[config.mk]
export PLATFORM = sky130hd
export DESIGN_NAME = mult_operand_sequencer
export DESIGN_NICKNAME = d
export VERILOG_FILES = /design/src/rtl/mult_operand_sequencer.sv
export SDC_FILE = /design/constraint.sdc
export NUM_CORES = 1
export LEC_CHECK = 0
export CORE_UTILIZATION = 43
export DETAILED_ROUTE_END_ITERATION = 10
export PLACE_DENSITY = 0.78
export SYNTH_ARGS = -nofsm -noshare
export SYNTH_HDL_FRONTEND = slang
export SYNTH_SLANG_ARGS = --single-unit
[constraint.sdc]
create_clock -name clk -period 2.2 [get_ports clk]
set_clock_uncertainty 0.1 [all_clocks]
set_input_delay 0.33 -clock clk [delete_from_list [all_inputs] [get_ports clk]]
set_output_delay 0.33 -clock clk [all_outputs]
set_load 0.1 [all_outputs]
[src/rtl/mult_operand_sequencer.sv]
// Operand/product register stage around a combinational array multiplier.
// Optional product self-check enabled by defining MULT_SEQ_SELFCHECK_EN.
module mult_operand_sequencer #(
    parameter int unsigned WIDTH         = 4,
    parameter int unsigned SETTLE_CYCLES = 2
) (
    input  logic                 clk,
    input  logic                 rst,
    input  logic                 in_valid,
    output logic                 in_ready,
    input  logic [WIDTH-1:0]     a,
    input  logic [WIDTH-1:0]     b,
    output logic [WIDTH-1:0]     op_a,
    output logic [WIDTH-1:0]     op_b,
    input  logic [2*WIDTH-1:0]   prod_in,
    output logic                 out_valid,
    input  logic                 out_ready,
    output logic [2*WIDTH-1:0]   product,
    output logic                 err
);

    localparam logic [3:0] CNT_LOAD = 4'(SETTLE_CYCLES - 1);

    typedef enum logic [1:0] {
        IDLE,
        SETTLE,
        HOLD
    } state_t;

    state_t     state, state_next;
    logic [3:0] cnt;
    logic       ready_int;
    logic       load;
    logic       capture;

    always_ff @(posedge clk or posedge rst) begin
        if (rst) begin
            state <= IDLE;
        end else begin
            state <= state_next;
        end
    end

    always_comb begin
        state_next = state;
        ready_int  = 1'b0;
        load       = 1'b0;
        capture    = 1'b0;
        case (state)
            IDLE: begin
                ready_int = 1'b1;
                if (in_valid) begin
                    load       = 1'b1;
                    state_next = SETTLE;
                end
            end
            SETTLE: begin
                if (cnt == 4'd0) begin
                    capture    = 1'b1;
                    state_next = HOLD;
                end
            end
            HOLD: begin
                ready_int = out_ready;
                if (out_ready) begin
                    load       = in_valid;
                    state_next = in_valid ? SETTLE : IDLE;
                end
            end
            default: state_next = IDLE;
        endcase
    end

    // Reset gates ready so upstream never sees a handshake while the block is held.
    assign in_ready = ready_int & ~rst;

    always_ff @(posedge clk or posedge rst) begin
        if (rst) begin
            op_a      <= '0;
            op_b      <= '0;
            cnt       <= '0;
            product   <= '0;
            out_valid <= 1'b0;
        end else begin
            if (load) begin
                op_a <= a;
                op_b <= b;
                cnt  <= CNT_LOAD;
            end else if (state == SETTLE && cnt != 4'd0) begin
                cnt <= cnt - 4'd1;
            end

            if (capture) begin
                product   <= prod_in;
                out_valid <= 1'b1;
            end else if (state == HOLD && out_ready) begin
                out_valid <= 1'b0;
            end
        end
    end

`ifdef MULT_SEQ_SELFCHECK_EN
    logic [2*WIDTH-1:0] expected;

    assign expected = (2*WIDTH)'(op_a) * (2*WIDTH)'(op_b);

    always_ff @(posedge clk or posedge rst) begin
        if (rst) begin
            err <= 1'b0;
        end else if (capture && prod_in != expected) begin
            err <= 1'b1;
        end
    end
`else
    assign err = 1'b0;
`endif

endmodule

# After elaboration in Yosys (flattened, before gate mapping)
# Cells that the tools add are included.
# totals
ff_bits	23
input_bits	20
output_inout_bits	19
wordCells	37
# op_classes
add_sub_neg	1
eq_ne	5
muxes	15
bitwise	2
n_reduce_logical	8
# op_table
cell	count
two-way mux 4 bit	2
two-way mux 1 bit	7
two-way mux 2 bit	3
inequality test 2 bit (second input constant)	3
case mux 2 bit (3 select lines)	1
zero test 4 bit	1
case mux 1 bit (2 select lines)	2
nonzero test 2 bit	2
nonzero test 4 bit	1
subtractor 4 x 1 -> 4 bit (second input constant)	1
AND reduction 3 bit	1
equality test 2 x 1 -> 1 bit (second input constant)	1
equality test 2 bit (second input constant)	1
logical AND 1 bit	2
zero test 2 bit	1
AND 1 bit	1
NOT 1 bit	1

# Longest topological paths before layout
# Gate-level depths: netlist of run 1.
# logic_depth
depth_word	4
mapped_depth	5
depth_no_buf	5

# Worst setup path after synthesis of run 1
# No wires, ideal clock.
# synth_timing
path_type	reg2out
start	register state[1]
end	output port in_ready
arrival_ps	2627
required_time_ps	1770
setup_slack_ps	-857
path_stages_with_launch	3
path_buffers	0
cell_sequence	dfrtp_1 -> and2b_4 -> nor3_1
# synth_via
elab_chain_len	3
elab_cells_between_ends	4
classes_between	eq/ne (1); mux (1); bitwise (1); reduce/logical (1)
# synth_lines
item	line_no	rtl
start, declared	30	state_t state, state_next;
start signal, assigned	40	state <= state_next;
equality test 2 bit / zero test 2 bit (equally long branches)	49	case (state)
case mux 1 bit (2 select lines) *	49	
AND 1 bit *	75	assign in_ready = ready_int & ~rst;
end, declared	10	output logic in_ready,
# Every way passes the cells marked *; elsewhere a longest branch is shown, timed or not.

# Worst setup path in the final report of run 1
# layout_timing
start	input port out_ready
end	output port in_ready
# layout_via
elab_chain_len	2
# layout_lines
item	line_no	rtl
start, declared	17	input logic out_ready,
case mux 1 bit (2 select lines)	49	
AND 1 bit	75	
# No other way between the ends.

==> results of run 1 <==
==> path summary, 6_finish.rpt <==
path                                     startpoint  cells past startpoint                endpoint
worst max register to register   cnt[0]$_DFFE_PP0P_                      5  product[5]$_DFFE_PP0P_
worst max-delay path                      out_ready                      4                in_ready
max in group asynchronous                       rst                      3      cnt[3]$_DFFE_PP0P_
min in group clk                op_a[3]$_DFFE_PP0P_                      1     op_a[3]$_DFFE_PP0P_
worst min register to register  op_a[3]$_DFFE_PP0P_                      1     op_a[3]$_DFFE_PP0P_
worst min-delay path                            rst                      2  product[1]$_DFFE_PP0P_
==> metal layers <==
| layer | wire length [um] | vias up | share of wire, % |
|---|---|---|---|
| met5 | 0 | - | 0 |
| met4 | 9 | 0 | 0.45 |
| met3 | 96 | 2 | 4.8 |
| met2 | 1060 | 20 | 53 |
| met1 | 826 | 359 | 41 |
| li1 | - | 339 | - |
==> registers in the layout, indices dropped and copies added (netlist names) <==
register	flops
op_a	4
out_valid	1
cnt	4
state	2
op_b	4
product	8
==> synth_stat cells (2+ instances only) <==
cell	n
buf_4	2
nand2b_1	2
nor3_1	2
inv_1	4
mux2_2	2
mux2_4	8
mux2_1	6
ha_1	2
or3_1	2
dfrtp_1	23
o21ai_0	3
nand2_1	2
a21oi_1	3
nor3b_4	2
==> logic make-up (layout without fill, tap and decap cells) <==
group / count (synthesis) / count (layout) / synth area share [%]
AO/OA/AOI/OAI: 9 / 9 / 4.92
adder cells (fa/ha/maj): 2 / 2 / 2.40
buffers and inverters: 6 / 47 / 2.88
flip-flops: 23 / 23 / 55.2
multiplexers: 16 / 16 / 20.2
other: 1 / 1 / 0.360
AND/OR/NAND/NOR: 18 / 18 / 14.0
==> per-stage QoR <==
step           instance area, um2  utilization, %  hold slack [ps]
6_report                     1450            64.2              239
5_1_grt                      1450            64.2              266
4_1_cts                      1450            64.2              255
3_5_place_dp                 1420            63.0              381
3_3_place_gp                 1420            63.0              374
2_1_floorplan                1050               -              232
==> critical path, cell delays in order <==
cell             delay, ps
clkdlybuf4s50_1        490
and2b_4                210
nor3_2                 200
buf_12                 210
==> cell type report <==
type	count	area [um2]
clock buffers	4	26.3
fillers	189	808
well taps	28	35.0
repair buffers	39	353
multi-input cells	46	442
inverters	4	15.0
flip-flops and latches	23	576
==> results.cfg, run 1 <==
[global_route]
grt_first_pass_wirelength_um = 3390
grt_pass1_vias = 785
grt_overflow_total = 0
globalRouteTotalUtil_pct = 18.1
global_route_met1_utilization_pct = 20.6
number_of_antenna_violations_at_the_first_check_in_global_routing = 0
grt_start_max_net_pins = 14
use_met3_pct = 6.85
groute.layer.met2.usage_pct = 32.0
grt_busiest_layer = met2

[die]
die-height_um = 51.2
die_width_um = 51.2
fp.dieArea_um2 = 2620
placeableCoreArea_um2 = 2250
initial_util_pct = 46.2
floorplan.rows = 17
io_pins = 39

[place]
globalplace.congestion = 0.740
portBuffers = 37
placedCellCount = 140
preCtsSetupSlack_ps = 222
dp_hpwl_um = 1580

[worst_setup_path]
setup.worst_path.start_class = input pin
crit_arrival_ps = 1450
crit_fanout = 3
crit_required_ps = 1770
endpoint_kind = primary output
setup_slack_on_the_worst_flop_to_flop_path_ps = 470
timing.setup.critical_path_class = input pin to primary output

[finish]
most_frequent_standard_cell_in_the_layout_excluding_fill_and_tap_cells = dfrtp_1
num-nets-final = 139
final-instance-count-excl-fill = 144
share_of_layout_cells_above_drive_strength_1_pct = 33.6
flow.area_growth_from_synthesis_pct = 38.8
n_antenna_cell = 0
mostFrequentLayoutCells = dfrtp_1 (23), clkdlybuf4s50_1 (19), buf_4 (19)

[synthesis]
ys.warnings.count = 0
combined_area_of_all_synthesized_cells_um2 = 1040
synth.net_count = 97
avgSynthCellArea_um2 = 13.9
synth-async-reset-ratio_pct = 100
netlist-cell-type-count = 26
post-synth-top-area-fraction_pct = 55.2
synth_enable_flop_cells = 0
post-synth-top-area-cell = dfrtp_1
synth_cells = 75
seq_area_frac_synth_pct = 55.2
ys_dominant_reg_cell = dfrtp_1
yosys_register_bits = 23
netlist_top_cells_area = dfrtp_1 (55%), mux2_4 (12%), mux2_1 (6.5%), nor3b_4 (3.6%), ha_1 (2.4%)

[sta]
period_minus_slack_ps = 1880
final_max_slew_viol_count = 0
finalSetupViolCount = 0
fin_setup_tns_ps = 0
fin_crit_sh_pct = 85.2
final_hold_viol_count = 0
max_freq_ghz = 0.533
timing.final.ws_setup_ps = 325
unrepaired_setup_endpoints_after_global_routing = no

[detailed_routing]
antenna_violation_net_count_after_detailed_routing = 0
drt-wirelength-per-cell_um = 13.8
route.vias.total = 720
drt-vias-per-instance = 5.00
drt_first_iter_violations = 4
detail_route.drc_violations = 0
firstDrtPassIters = 2
routed_wirelength_um = 1990

[clock_network]
clk_root_buffer_cell = clkbuf_4
insertion_delay_ps = 310
cts_repair_resize_count = 0
cts-root-to-sink-buffers = 2
cts_inserted_buffers = 3
cts.sink_count = 23
clock_pin_slew_on_the_worst_setup_and_hold_paths_ps = 130
ctsHoldBuffers = 0
cts_tree = built
postCtsSetupRepairBufs = 0
ctsHtreeMaxLevel = 1

[hold_path]
worstHoldPathType = input pin to async pin

[job]
max-cap-violations = 0

[status]
run_status = complete, no violations
Power of run 1 is not shown: default switching activity piles up to over one toggle a cycle in this logic, so the estimate is an artifact.
==> run 2, diff against run 1 <==
--- a/config.mk
+++ b/config.mk
@@ -5,9 +5,10 @@
 export SDC_FILE = /design/constraint.sdc
 export NUM_CORES = 1
 export LEC_CHECK = 0
-export CORE_UTILIZATION = 43
+export CORE_UTILIZATION = 45
+export CTS_BUF_LIST = sky130_fd_sc_hd__clkbuf_2 sky130_fd_sc_hd__clkbuf_4 sky130_fd_sc_hd__clkbuf_8
 export DETAILED_ROUTE_END_ITERATION = 10
-export PLACE_DENSITY = 0.78
+export PLACE_DENSITY = 0.81
 export SYNTH_ARGS = -nofsm -noshare
 export SYNTH_HDL_FRONTEND = slang
 export SYNTH_SLANG_ARGS = --single-unit
==> run 2 against run 1 <==
Fmax increased by 1.7%. Worst setup slack improved by 31 ps. Critical path depth unchanged. Routed wire length is 7.8% lower. Hold slack worse by 48 ps.
==> results.cfg, run 2 (synthesis results as in run 1) <==
[global_route]
number_of_antenna_violations_at_the_first_check_in_global_routing = 0
grt_start_max_net_pins = 19
grt_overflow_total = 0
grt_pass1_vias = 747
globalRouteTotalUtil_pct = 17.4
grt_first_pass_wirelength_um = 3240

[worst_setup_path]
r2r-start = cnt[0]$_DFFE_PP0P_
worst_r2r_path_depth = 5
setup.worst_path.start_class = input pin
crit_arrival_ps = 1410
setup_slack_on_the_worst_flop_to_flop_path_ps = 510
crit_required_ps = 1770
crit_fanout = 3
endpoint_kind = primary output
timing.setup.critical_path_class = input pin to primary output
r2r_end = product[7]$_DFFE_PP0P_

[finish]
num-nets-final = 139
n_antenna_cell = 0
post-route-cell-area_um2 = 1450
final-instance-count-excl-fill = 144
share_of_layout_cells_above_drive_strength_1_pct = 34.5
largest_register_ffs = 8
mostFrequentLayoutCells = dfrtp_1 (23), clkdlybuf4s50_1 (19), buf_4 (19)
top_register = product
most_frequent_standard_cell_in_the_layout_excluding_fill_and_tap_cells = dfrtp_1
flow.area_growth_from_synthesis_pct = 39.1

[status]
run_status = complete, no violations

[detailed_routing]
detail_route.drc_violations = 0
drt-wirelength-per-cell_um = 12.8
routed_wirelength_um = 1840
route.vias.total = 712
antenna_violation_net_count_after_detailed_routing = 0
drt-vias-per-instance = 4.94
drt_first_iter_violations = 7
firstDrtPassIters = 3

[sta]
fin_hold_ws_ps = 191
final_max_slew_viol_count = 0
final_hold_viol_count = 0
fin_setup_tns_ps = 0
fin_crit_sh_pct = 83.8
period_minus_slack_ps = 1840
max_freq_ghz = 0.542
unrepaired_setup_endpoints_after_global_routing = no
finalSetupViolCount = 0

[clock_network]
clock_pin_slew_on_the_worst_setup_and_hold_paths_ps = 120
clk_root_buffer_cell = clkbuf_4
cts-root-to-sink-buffers = 2
ctsHtreeMaxLevel = 1
cts_repair_resize_count = 0
cts_inserted_buffers = 3
cts.sink_count = 23
postCtsSetupRepairBufs = 0
insertion_delay_ps = 300
ctsHoldBuffers = 0
cts_tree = built

[hold_path]
worstHoldPathType = input pin to async pin

[place]
portBuffers = 37
placedCellCount = 140
globalplace.congestion = 0.768
placed_area_um2 = 1420
dp_hpwl_um = 1430

[die]
die-height_um = 50.1
io_pins = 39
floorplan.rows = 17
placeableCoreArea_um2 = 2190
fp.dieArea_um2 = 2510
initial_util_pct = 47.6
die_width_um = 50.1

[job]
max-cap-violations = 0
run 2: worst max path at each step:
stage	start	depth (start not counted)	endpoint
3_5_place_dp	out_ready	5	op_a[2]$_DFFE_PP0P_
6_report	out_ready	4	in_ready
4_1_cts	out_ready	4	in_ready
3_3_place_gp	out_ready	5	op_a[1]$_DFFE_PP0P_
2_1_floorplan	state[1]$_DFFE_PP0P_	2	in_ready
5_1_grt	out_ready	4	in_ready
run 2: cell type report:
type / instances / area (um2)
Clock buffer: 4 / 30.0
Fill cell: 176 / 741
Inverter: 4 / 15.0
Multi-Input combinational cell: 46 / 442
Sequential cell: 23 / 576
Tap cell: 28 / 35.0
Timing Repair Buffer: 39 / 353
run 2: metrics by stage:
stage | worst slack, ps | utilization (%)
2_1_floorplan | 11.3 | -
3_3_place_gp | 246 | 64.8
3_5_place_dp | 222 | 64.8
4_1_cts | 347 | 66.2
5_1_grt | 314 | 66.2
6_report | 355 | 66.2
run 2: routing by layer:
metal	global-route usage (%)	part of all wire, %
met1	22.3	42
met4	7.14	0.92
met2	27.8	53
met5	0	0
met3	4.32	4.0
run 2: worst max-delay path: stages:
cell	delay [ps]
clkdlybuf4s50_1	480
and2b_4	210
nor3_2	180
buf_12	210
Power of run 2 is left out for the same reason.
